## src/rtl/packet_disassembler.sv

```systemverilog
// packet_disassembler: rebuilds the HDMI data-island header (BCH4) and four subpackets
//   (BCH0..3) from the TERC4-decoded 9-bit pixel stream and re-checks their BCH parity.
// Latency: packet_valid fires 1 cycle after the last pixel (counter==31). There is no
//   backpressure because the island stream cannot stall. Outputs hold until the next packet_valid.
// Ports: clk_pixel, reset (sync, active-high), data_island_period, packet_data[8:0] in;
//   counter[4:0], header[23:0], sub[3:0] (56b each), packet_valid, packet_abort,
//   header_ecc_err, sub_ecc_err[3:0] out.
// Define PACKET_ECC_CHECK_EN to build the parity checkers; otherwise the error flags are tied to 0.
module packet_disassembler (
   input  logic        clk_pixel,
   input  logic        reset,
   input  logic        data_island_period,
   input  logic [8:0]  packet_data,
   output logic [4:0]  counter,
   output logic [23:0] header,
   output logic [55:0] sub [3:0],
   output logic        packet_valid,
   output logic        packet_abort,
   output logic        header_ecc_err,
   output logic [3:0]  sub_ecc_err
);

   logic [31:0] hdr_sr;
   logic [63:0] sub_sr [3:0];
   logic [31:0] hdr_full;
   logic [63:0] sub_full [3:0];
   logic        last_pixel;

   // Bits arrive LSB first, so new bits enter at the top. The *_full views include
   // the bits of the current pixel. This lets the final pixel complete the packet on the
   // same edge that raises packet_valid.
   always_comb begin
      hdr_full = {packet_data[0], hdr_sr[31:1]};
      for (int n = 0; n < 4; n++) begin
         sub_full[n] = {packet_data[n+5], packet_data[n+1], sub_sr[n][63:2]};
      end
   end

   assign last_pixel = data_island_period && (counter == 5'd31);

   always_ff @(posedge clk_pixel) begin
      if (reset) begin
         counter      <= '0;
         hdr_sr       <= '0;
         header       <= '0;
         packet_valid <= 1'b0;
         packet_abort <= 1'b0;
         for (int n = 0; n < 4; n++) begin
            sub_sr[n] <= '0;
            sub[n]    <= '0;
         end
      end else begin
         packet_valid <= 1'b0;
         packet_abort <= 1'b0;
         if (data_island_period) begin
            counter <= counter + 5'd1;
            hdr_sr  <= hdr_full;
            for (int n = 0; n < 4; n++) begin
               sub_sr[n] <= sub_full[n];
            end
            if (last_pixel) begin
               header       <= hdr_full[23:0];
               packet_valid <= 1'b1;
               for (int n = 0; n < 4; n++) begin
                  sub[n] <= sub_full[n][55:0];
               end
            end
         end else begin
            // A nonzero counter here means the island ended mid-packet. The counter has
            // already wrapped to 0 after a complete packet, so completion never aborts.
            counter      <= '0;
            hdr_sr       <= '0;
            packet_abort <= (counter != 5'd0);
            for (int n = 0; n < 4; n++) begin
               sub_sr[n] <= '0;
            end
         end
      end
   end

`ifdef PACKET_ECC_CHECK_EN
   logic [7:0] hdr_ecc;
   logic [7:0] sub_ecc [3:0];
   logic       unused_bits;

   function automatic logic [7:0] ecc_step(input logic [7:0] e, input logic b);
      ecc_step = (e >> 1) ^ (((e[0] ^ b) == 1'b1) ? 8'h83 : 8'h00);
   endfunction

   // The received parity bits are not folded into the ECC. Header data ends at
   // pixel 23, and the subpacket data ends at pixel 27.
   always_ff @(posedge clk_pixel) begin
      if (reset || !data_island_period || last_pixel) begin
         hdr_ecc <= '0;
         for (int n = 0; n < 4; n++) begin
            sub_ecc[n] <= '0;
         end
      end else begin
         if (counter < 5'd24) begin
            hdr_ecc <= ecc_step(hdr_ecc, packet_data[0]);
         end
         if (counter < 5'd28) begin
            for (int n = 0; n < 4; n++) begin
               sub_ecc[n] <= ecc_step(ecc_step(sub_ecc[n], packet_data[n+1]), packet_data[n+5]);
            end
         end
      end
   end

   always_ff @(posedge clk_pixel) begin
      if (reset) begin
         header_ecc_err <= 1'b0;
         sub_ecc_err    <= '0;
      end else if (last_pixel) begin
         header_ecc_err <= (hdr_ecc != hdr_full[31:24]);
         for (int n = 0; n < 4; n++) begin
            sub_ecc_err[n] <= (sub_ecc[n] != sub_full[n][63:56]);
         end
      end
   end

   assign unused_bits = ^{hdr_sr[0], sub_sr[0][1:0], sub_sr[1][1:0], sub_sr[2][1:0], sub_sr[3][1:0]};
`else
   logic unused_bits;

   assign header_ecc_err = 1'b0;
   assign sub_ecc_err    = 4'b0000;
   // Without the checker, the parity bits are captured but never compared.
   assign unused_bits = ^{hdr_sr[0], hdr_full[31:24],
                          sub_sr[0][1:0], sub_sr[1][1:0], sub_sr[2][1:0], sub_sr[3][1:0],
                          sub_full[0][63:56], sub_full[1][63:56], sub_full[2][63:56], sub_full[3][63:56]};
`endif

endmodule

```

## config.mk

```make
export PLATFORM = sky130hd
export DESIGN_NAME = packet_disassembler
export DESIGN_NICKNAME = d
export VERILOG_FILES = /design/src/rtl/packet_disassembler.sv
export SDC_FILE = /design/constraint.sdc
export NUM_CORES = 1
export LEC_CHECK = 0
export BUFFER_PORTS_ARGS = -buffer_cell sky130_fd_sc_hd__buf_2
export CORE_MARGIN = 5
export CORE_UTILIZATION = 55
export DETAILED_ROUTE_END_ITERATION = 10
export GPL_ROUTABILITY_DRIVEN = 0
export GPL_TIMING_DRIVEN = 0
export PLACE_DENSITY = 0.77
export SYNTH_ARGS = -nofsm -noshare
export SYNTH_HDL_FRONTEND = slang
export SYNTH_SLANG_ARGS = --single-unit
```

## constraint.sdc

```tcl
create_clock -name clk_pixel -period 2.45 [get_ports clk_pixel]
set_input_delay 0.735 -clock clk_pixel [delete_from_list [all_inputs] [get_ports clk_pixel]]
set_output_delay 0.735 -clock clk_pixel [all_outputs]
set_load 0.005 [all_outputs]
```

==> results.md, run 1 <==
- Max Clock Skew: 0.0114 ns
- Pin count of the biggest net entering global routing: 15
- Core area: 0.0356 mm2
- Initial core utilization: 55.6%
- Final ANT Viol Nets: 0
- Antenna violations before repair: 4
- Final design utilization: 66.9%
- Critical path type: flip-flop to flip-flop
- Clock Pin Slew Worst Setup and Hold Paths: 0.06 ns
- Max FO, Critical Path: 10
- Vias in the first global route: 13700
- Synth area leaders: dfxtp_1, edfxtp_1, and2_1, a21bo_2, nand3_1
- Post_cts resized: 0
- Period utilization: 89.6%
- Floorplan row count: 69
- Fmax: 455 MHz
- Via density: 5.12
- Gr usage total: 22.5%
- Yosys top cell area share: 41.5%
- TritonCTS buffer count: 52
- Inserted Diodes: 0
- Clock root cell: clkbuf_16
- CTS tree: built
- Chip width: 200 um
- Slew margin rel.: 64.2%
- Filler instances: 2818
- Die H: 200 um
- Layout cells sized above 1: 29.1%
- Placement Cell Area: 0.0221 mm2
- Final Net Count: 2214
- P_leak: 10.2 nW
- Yosys warns: 0
- Average size of a mapped cell: 11.3 um2
- TNS Setup: 0 ns
- Port bufs: 264
- CTS max path bufs: 3
- Fin crit period: 2.20 ns
- Drt first pass iters: 4
- Worst-Skew Late Latency: 0.57 ns
- Hold crit path type: input port to flip-flop
- Post-route cell area: 0.0238 mm2
- Slew Viols, Final: 0
- Post-CTS Hold Fix Bufs: 0
- Data required time at the worst endpoint: 2.89 ns
- Status: finished clean
- Layout area overhead: 20.4%
- Placed wire-length estimate: 31700 um
- Actual slew at the worst max-slew pin: 0.537 ns
- IO Count: 272
- Crit path launch type: flip-flop
- Post-CTS Setup Inserts: 0
- First-pass GRT wire length: 72200 um
- Worst setup EP type: flip-flop
- Total gr overflow: 0
- Vias: 13800
- Sink Count: 534
- Die area: 0.0398 mm2
- Cell Pwr Density: 730 mW/mm2
- Sequential area share after synthesis: 60.4%
- RSZ-0062 raised after global routing: no
- Area leader, netlist: dfxtp_1
- Max-cap violation count: 0
- Setup-failing EPs final: 0
- Mapped Area: 0.0198 mm2
- Initial DRC count: 609
- Synth Register Bits: 534
- Final hold vios: 0
- H-tree levels: 2
- Register area: 0.0119 mm2
- Distinct cells, synth: 26
- Area of the multi-input gates: 0.00733 mm2
- Cells after Synth: 1754
- Crit path DAT: 2.63 ns
- Routed WL per cell: 16.9 um
- Max rail drop VDD: 651 uV
- Final WL: 45700 um
- Residual DRC: 0
registers in the layout (all words and copies together), names as in the netlist:
signal / cells
header: 24
hdr_sr: 31
sub_sr: 248
sub: 224
packet_abort: 1
counter: 5
packet_valid: 1
worst max-delay path: stages, from the launching register on:
cell	delay, ns
dfxtp_1	0.40
ha_1	0.20
and3_1	0.16
ha_1	0.16
buf_2	0.37
clkbuf_1	0.46
a21bo_2	0.22
a21oi_1	0.06
per-layer routing:
layer	global-route usage (%)	vias to the layer above	share of wire (%)
li1	-	6845	-
met1	31.1	6597	45
met2	36.3	320	47
met3	4.42	74	6.2
met4	6.77	2	2.4
met5	0	-	0.015
cell usage after synthesis:
master,number
edfxtp_1,124
nand3b_1,1
a21oi_1,248
dfxtp_1,410
nor3_1,1
a21bo_2,167
ha_1,3
conb_1,2
nand2b_1,1
xnor2_1,1
buf_1,4
nor4b_1,1
clkbuf_2,28
nand3_1,249
mux2i_1,1
a21bo_1,81
or3b_1,1
buf_2,74
nor2b_2,1
inv_1,2
buf_6,14
clkbuf_1,33
nor2_1,2
buf_4,22
and3_1,1
and2_1,282
final timing paths:
path | startpoint | end | slack, ns | cells after the start
setup reg to reg | counter[0] | sub[3] | 0.25 | 7
hold / removal | packet_data[4] | sub_sr[3][62] | 0.36 | 2
hold reg to reg | hdr_sr[28] | hdr_sr[27] | 0.43 | 1
setup / recovery | counter[0] | sub[3] | 0.25 | 7
cell type report:
cell class	count	area share, %
sequential	534	50.1
multi-input combinational	1170	30.8
clock buffer	68	6.19
timing repair buffer	264	5.55
buffer	175	4.08
tap	461	2.42
clock inverter	28	0.809
inverter	2	0.0315
power breakdown:
part	leakage, nW	internal [mW]	total, mW	switching, mW
clock	0.836	4.44	7.74	3.30
combinational	4.81	0.123	0.468	0.345
sequential	4.58	9.13	9.18	0.0534
total	10.2	13.7	17.4	3.70
layout by cell type (no fill, tap or decap), types with 2 or more instances in the layout:
cell and count:
clkbuf_16 53, buf_2 338, conb_1 129, inv_1 2
and2_1 282, a21bo_2 167, clkbuf_2 28, buf_4 22
clkbuf_1 39, nor2_1 2, a21bo_1 81, edfxtp_1 124
dfxtp_1 410, clkbuf_8 9, bufinv_16 2, clkinv_2 15
clkinv_1 7, a21oi_1 248, nand3_1 249, buf_1 4
buf_6 14, ha_1 3
cell families (layout without fill, tap and decap cells):
family          Yosys count  count (layout)  synth area share (%)
fa+ha+maj                 3               3                 0.190
compound gates          496             496                  18.8
other cells               2             129                0.0380
mux                       1               1                0.0506
flops                   534             534                  60.4
buf+inv                 177             537                  4.96
simple gates            540             540                  15.5
xor+xnor                  1               1                0.0443
metrics by stage:
step	hold WS (ns)	instances	setup WS (ns)	total power [mW]
2_1_floorplan	0.406	1881	0.770	9.68
3_3_place_gp	0.408	2606	0.307	9.82
5_1_grt	0.361	2702	0.125	18.0
4_1_cts	0.328	2702	0.223	17.5
6_report	0.358	2702	0.254	17.4
3_5_place_dp	0.412	2606	0.237	9.83
Note: power is estimated with default switching activity, not from simulation.
==> inputs of run 2 (changes only) <==
CTS_CLUSTER_DIAMETER = 100   (was unset)
PLACE_DENSITY = unset   (was 0.77)
PLACE_DENSITY_LB_ADDON = 0.12   (was unset)
==> run 2 against run 1 <==
Utilization rose by 0.18 points. Hold slack lost 0.0030 ns. Largest power group unchanged. Die area unchanged. Combinational power hardly changed. Count of clock-buffer cells in the layout increased by 14. Worst setup slack improved by 0.020 ns. Routed wire length decreased by 1.2%. Clock power is 3% higher. Largest cell class unchanged. Flip-flop and latch count is the same.
==> results.md, run 2 (synthesis gave the netlist of run 1 again) <==
- Crit path launch type: flip-flop
- Vias in the first global route: 13800 (+0.33%)
- Post_cts resized: 0 (unchanged)
- Actual slew at the worst max-slew pin: 0.524 ns (-0.0134 ns)
- Worst-Skew Late Latency: 0.58 ns (about the same)
- Drt first pass iters: 5 (+1)
- Max FO, Critical Path: 10 (unchanged)
- Die area: 0.0398 mm2 (unchanged)
- Worst hold slack: 0.355 ns (-0.00302 ns)
- Routed WL per cell: 16.7 um (-1.4%)
- Top Registers: sub_sr: 248 flops, sub: 224 flops, hdr_sr: 31 flops
- Post-CTS Hold Fix Bufs: 0 (unchanged)
- Die H: 200 um (unchanged)
- Setup-failing EPs final: 0 (unchanged)
- Final Net Count: 2215 (+0.045%)
- Slew margin rel.: 65.1% (+0.89 points)
- Period utilization: 88.8% (-0.83 points)
- Fin crit period: 2.18 ns (-0.0204 ns)
- Vias: 13800 (-0.14%)
- Floorplan row count: 69 (unchanged)
- Max reg flops: 248 (unchanged)
- Pin count of the biggest net entering global routing: 15 (unchanged)
- Max rail drop VDD: 709 uV (+9.0%)
- CP cell instances: ha_1 > and3_1 > ha_1 > buf_2 > clkbuf_1 > a21bo_2 > a21oi_1
- Antenna violations before repair: 2 (-2)
- Residual DRC: 0 (unchanged)
- Hold crit path type: input port to flip-flop
- Placement Cell Area: 0.0221 mm2 (unchanged)
- Final Non-Filler Cells: 2705 (+0.11%)
- Via density: 5.11 (-0.26%)
- Placed wire-length estimate: 31900 um (+0.68%)
- Commonest non-fill, non-tap cell in the layout: dfxtp_1
- Chip width: 200 um (unchanged)
- RSZ-0062 raised after global routing: no
- IO Count: 272 (unchanged)
- Gr usage total: 22.4% (-0.13 points)
- Initial core utilization: 55.6% (unchanged)
- CTS tree: built
- Post-route cell area: 0.0239 mm2 (+0.26%)
- Final WL: 45200 um (-1.2%)
- H-tree levels: 2 (unchanged)
- Slew Viols, Final: 0 (unchanged)
- Max-cap violation count: 0 (unchanged)
- Biggest register: sub_sr
- Cell Pwr Density: 737 mW/mm2 (+0.92%)
- CTS max path bufs: 3 (unchanged)
- Crit-path slowest cell: clkbuf_1
- P_leak: 10.2 nW (+0.17%)
- Placed cells: 2606 (unchanged)
- Initial DRC count: 619 (+1.6%)
- Port bufs: 264 (unchanged)
- Worst setup EP type: flip-flop
- Most frequent cells in the layout: dfxtp_1, buf_2, and2_1, nand3_1, a21oi_1
- Final hold vios: 0 (unchanged)
- Total gr overflow: 0 (unchanged)
- CP most frequent cell: ha_1
- TNS Setup: 0 ns (unchanged)
- Final ANT Viol Nets: 0 (unchanged)
- Fmax: 460 MHz (+0.94%)
- TritonCTS buffer count: 53 (+1.9%)
- Clock root cell: clkbuf_16
- Post-CTS Setup Inserts: 0 (unchanged)
- Clock Pin Slew Worst Setup and Hold Paths: 0.06 ns (about the same)
- Sink Count: 534 (unchanged)
- Critical path type: flip-flop to flip-flop
- Max Clock Skew: 0.0178 ns (+0.00642 ns)
- Critical path's largest stage delay: 0.44 ns (-0.02 ns)
- Layout cells sized above 1: 28.9% (-0.25 points)
- Core area: 0.0356 mm2 (unchanged)
- First-pass GRT wire length: 71800 um (-0.59%)
- Crit path DAT: 2.61 ns (-0.02 ns)
- Data required time at the worst endpoint: 2.88 ns (about the same)
- Status: finished clean
- Layout area overhead: 20.8%
-- run 2: cell count changes in the layout (fill, tap and decap cells not counted), sizes merged --
cell and delta:
clkbuf +14, clkinv -10, clkinvlp -1, diode +1, inv -1
-- run 2: path summary, 6_finish.rpt --
path,slack (ns),to,cells past startpoint,start
worst max register to register,0.27,sub[80],7,counter[0]
worst max-delay path,0.27,sub[80],7,counter[0]
worst min-delay path,0.36,hdr_sr[31],2,packet_data[0]
worst min register to register,0.42,hdr_sr[30],1,hdr_sr[31]
-- run 2: layout make-up --
| type | instances | area (um2) |
|---|---|---|
| sequential | 534 | 11900 |
| timing repair buffer | 264 | 1320 |
| buffer | 175 | 972 |
| clock buffer | 82 | 1600 |
| clock inverter | 16 | 128 |
| multi-input combinational | 1170 | 7330 |
| inverter | 2 | 7.51 |
| antenna | 1 | 2.50 |
| tap | 461 | 577 |
| fill | 2883 | 11700 |
-- run 2: report_power, final --
group,leakage [nW],switching [mW],internal [mW]
logic,4.81,0.343,0.123
clock network,0.854,3.27,4.68
registers,4.58,0.0534,9.13
total,10.2,3.66,13.9
-- run 2: metal layers --
| layer | vias to the layer above | wire [um] | part of all wire [%] | GRT usage (%) |
|---|---|---|---|---|
| li1 | 6832 | - | - | - |
| met1 | 6632 | 20000 | 44 | 29.9 |
| met2 | 279 | 21400 | 47 | 36.9 |
| met3 | 73 | 2710 | 6.0 | 5.11 |
| met4 | 2 | 1050 | 2.3 | 6.44 |
| met5 | - | 14 | 0.031 | 0 |
-- run 2: critical path: cells and delay by family, from the launching register on --
kind,cells,cell delay [ns]
adder cells (fa/ha/maj),2,0.40
flip-flops,1,0.40
AND/OR/NAND/NOR,1,0.18
AO/OA/AOI/OAI,2,0.29
buffers and inverters,2,0.77
-- run 2: metrics by stage --
stage          util, %  total power [mW]  worst slack [ns]
3_3_place_gp      62.3              9.82             0.318
5_1_grt           67.1              18.2             0.125
4_1_cts           67.1              17.8             0.258
6_report          67.1              17.6             0.275
3_5_place_dp      62.3              9.84             0.280
2_1_floorplan        -              9.68             0.770
==> inputs of run 3 (changes only) <==
ABC_AREA = 1   (was unset)
==> run 3 against run 2 <==
Sequential share of layout area increased by 3.7 points. Non-clock buffer count shrank 56. Combinational power shrank 4.5%. Utilization grew 1.2 points. Via count decreased by 5.2%. Flip-flop and latch count stayed put. Sequential power about the same. Register-to-register slack improved by 0.19 ns. Die area down 7.8%. Critical path type unchanged.
==> results.md, run 3 <==
- Via density: 4.49 (-12%)
- Worst reg2reg path endpoint: sub[19]
- Routed WL per cell: 13.0 um (-22%)
- Placed cells: 2821 (+8.3%)
- Switching Fraction: 20.3% (-0.53 points)
- Synth area leaders: dfxtp_1, edfxtp_1, nor2_1, inv_1, o21ai_0
- Vias in the first global route: 12500 (-9.4%)
- Mapped Area: 0.0181 mm2 (-8.2%)
- Hold EP: hdr_sr[31]
- Psw: 3.55 mW (-3.0%)
- Overall power: 17.5 mW (-0.48%)
- Flop pwr share: 52.4% (+0.2 points)
- Worst setup EP type: flip-flop
- Layout area overhead: 22.5%
- Final hold vios: 0 (unchanged)
- Post-CTS Hold Fix Bufs: 0 (unchanged)
- CP cell instances: ha_1 > nand2_1 > nor2_1 > ha_1 > nand2_4 > buf_6 > clkbuf_1 > o21ai_0 > nor2_1
- Cell Pwr Density: 787 mW/mm2 (+6.8%)
- Layout cells sized above 1: 17.8% (-11 points)
- Worst hold slack: 0.394 ns (+0.0391 ns)
- Crit-path leading delay family: flip-flops
- Slew margin rel.: 45.7% (-19 points)
- Fin crit period: 1.98 ns (-0.191 ns)
- Antenna violations before repair: 2 (unchanged)
- Max-cap violation count: 0 (unchanged)
- First-pass GRT wire length: 60700 um (-15%)
- Comb pwr share: 2.5% (-0.2 points)
- Critical path type: flip-flop to flip-flop
- Port bufs: 266 (+0.76%)
- Gr usage total: 20.4% (-2.0 points)
- CTS tree: built
- Final design utilization: 68.4% (+1.2 points)
- Setup-failing EPs final: 0 (unchanged)
- Clock root cell: clkbuf_16
- Max layer used: met4
- Final WL: 38000 um (-16%)
- Pre-CTS setup slack: 0.340 ns (+0.0604 ns)
- Final ANT Viol Nets: 0 (unchanged)
- Final Net Count: 2447 (+10%)
- Residual DRC: 0 (unchanged)
- Sink Count: 534 (unchanged)
- Commonest non-fill, non-tap cell in the layout: nor2_1
- Setup ws final: 0.466 ns (+0.191 ns)
- Cells after Synth: 1986 (+13%)
- Crit path DAT: 2.41 ns (-0.20 ns)
- Floorplan row count: 66 (-4.3%)
- Clock Pin Slew Worst Setup and Hold Paths: 0.06 ns (about the same)
- Hold crit path type: input port to flip-flop
- Critical path's largest stage delay: 0.40 ns (-0.04 ns)
- Top FF cell, synth: dfxtp_1
- Biggest register: sub_sr
- Fmax: 504 MHz (+9.6%)
- Crit path launch type: flip-flop
- Slew Viols, Final: 0 (unchanged)
- Post-synthesis compound-gate area fraction: 6.87% (-12 points)
- Post-CTS Setup Inserts: 0 (unchanged)
- Die area: 0.0367 mm2 (-7.8%)
- Max Clock Skew: 0.0227 ns (+0.00487 ns)
- Post-Synth XOR/XNOR Area: 0% (-0.044 points)
- EDFF count, synth: 124 (unchanged)
- Worst hold start: packet_data[0]
- Chip width: 192 um (-4.0%)
- Met2 wire length: 17700 um (-17%)
- Status: finished clean
- H-tree levels: 2 (unchanged)
- Initial core utilization: 55.8% (+0.20 points)
- M1 WL: 17400 um (-13%)
- Placed wire-length estimate: 27500 um (-14%)
- Worst-Skew Late Latency: 0.56 ns (-0.02 ns)
- Average size of a mapped cell: 9.14 um2 (-19%)
- Met3 wire len: 2140 um (-21%)
- Synth Register Bits: 534 (unchanged)
- Area leader, netlist: dfxtp_1
- Reg2Reg Depth: 9 (+2)
- Total gr overflow: 0 (unchanged)
- Sequential area share after synthesis: 65.7% (+5.4 points)
- Sum of buffers and inverters on the critical path: 2 (unchanged)
- Synth cell count leaders: nor2_1, dfxtp_1, inv_1
- Core area: 0.0325 mm2 (-8.5%)
- Dominant combinational cell family by area after synthesis: simple AND/OR/NAND/NOR gates
- Max rail drop VDD: 635 uV (-11%)
- Most frequent cells in the layout: nor2_1, dfxtp_1, buf_2, inv_1, o21ai_0
- Post_cts resized: 0 (unchanged)
- Final Non-Filler Cells: 2918 (+7.9%)
- Top Registers: sub_sr: 248 flops, sub: 224 flops, hdr_sr: 31 flops
- Yosys warns: 0 (unchanged)
- Data required time at the worst endpoint: 2.87 ns (about the same)
- Period utilization: 81.0% (-7.8 points)
- Synth Area in Adders: 0.207% (+0.017 points)
- Initial DRC count: 519 (-16%)
- IO Count: 272 (unchanged)
- TritonCTS buffer count: 51 (-3.8%)
- Crit-path slowest cell: dfxtp_1
- TNS Setup: 0 ns (unchanged)
- Post-route cell area: 0.0222 mm2 (-6.8%)
- Drt first pass iters: 5 (unchanged)
- Asr flop ratio synth: 0% (unchanged)
- Mux share of post-synthesis cell area: 0% (-0.051 points)
- Flop2flop setup slack: 0.47 ns (+0.19 ns)
- Cell Int Power: 14.0 mW (+0.19%)
- Pin count of the biggest net entering global routing: 15 (unchanged)
- WHS Path Cells: 3 (+1)
- Actual slew at the worst max-slew pin: 0.814 ns (+0.290 ns)
- RSZ-0062 raised after global routing: no
- Clk pwr share: 45.0% (-0.2 points)
- Max FO, Critical Path: 10 (unchanged)
- Die H: 192 um (-4.0%)
- RR Startpoint: counter[0]
- Placement Cell Area: 0.0205 mm2 (-7.4%)
- Top-count cell post-synth: nor2_1
- CTS max path bufs: 3 (unchanged)
- Yosys top cell area share: 45.2% (+3.7 points)
- Max reg flops: 248 (unchanged)
- P_leak: 9.66 nW (-5.6%)
- Vias: 13100 (-5.2%)
- Simple-gate share of the synthesized area: 16.5% (+0.96 points)
- Distinct cells, synth: 21 (-19%)
==> run 3: cell types whose count changed in the layout (fill, tap and decap cells not counted), sizes merged, moves of 6 or more <==
cell,previous run,this run
nor2,2,786
a21oi,248,0
nand2,0,6
nand3,249,1
a21bo,248,0
buf,378,352
inv,3,289
clkbuf,143,110
and2,282,0
o21ai,0,248
==> run 3: worst max path at each step <==
stage | slack, ns | from | to | cells past startpoint
final | 0.47 | counter[0] | sub[19] | 9
after global routing | 0.30 | counter[0] | sub[17] | 9
after CTS | 0.47 | counter[0] | sub[19] | 9
after detailed placement | 0.34 | data_island_period | sub_sr[1][63] | 6
after global placement | 0.31 | data_island_period | sub_sr[1][63] | 6
after floorplan | 0.88 | counter[0] | sub[144] | 9
==> run 3: logic make-up after synthesis <==
family,count (synthesis)
flip-flops,534
other,2
adder cells (fa/ha/maj),3
AND/OR/NAND/NOR,793
buffers and inverters,405
AO/OA/AOI/OAI,249
==> run 3: layer usage <==
metal,up-vias,global-route usage [%]
li1,6792,-
met1,5965,27.3
met2,286,34.3
met3,57,3.91
met4,0,5.30
met5,-,0
==> run 3: final cells by class <==
class | count | area (um2)
Tap cell | 442 | 553
Inverter | 288 | 1080
Timing Repair Buffer | 266 | 1330
Clock inverter | 17 | 173
Sequential cell | 534 | 11900
Buffer | 117 | 848
Multi-Input combinational cell | 1174 | 4760
Antenna cell | 1 | 2.50
Fill cell | 2769 | 10300
Clock buffer | 79 | 1550
==> run 3: power groups by stage <==
stage / Combinational (mW) / Clock, mW / Sequential (mW)
2_1_floorplan: 0.330 / 0 / 9.35
3_3_place_gp: 0.433 / 0 / 9.37
3_5_place_dp: 0.440 / 0 / 9.37
4_1_cts: 0.444 / 8.05 / 9.18
5_1_grt: 0.517 / 8.45 / 9.19
6_report: 0.445 / 7.88 / 9.18
==> run 3: worst reg2reg max path, delay by kind of cell, from the launching register on <==
| family | cells | cell delay [ns] |
|---|---|---|
| flops | 1 | 0.40 |
| buf+inv | 2 | 0.40 |
| fa+ha+maj | 2 | 0.39 |
| simple gates | 4 | 0.37 |
| compound gates | 1 | 0.29 |
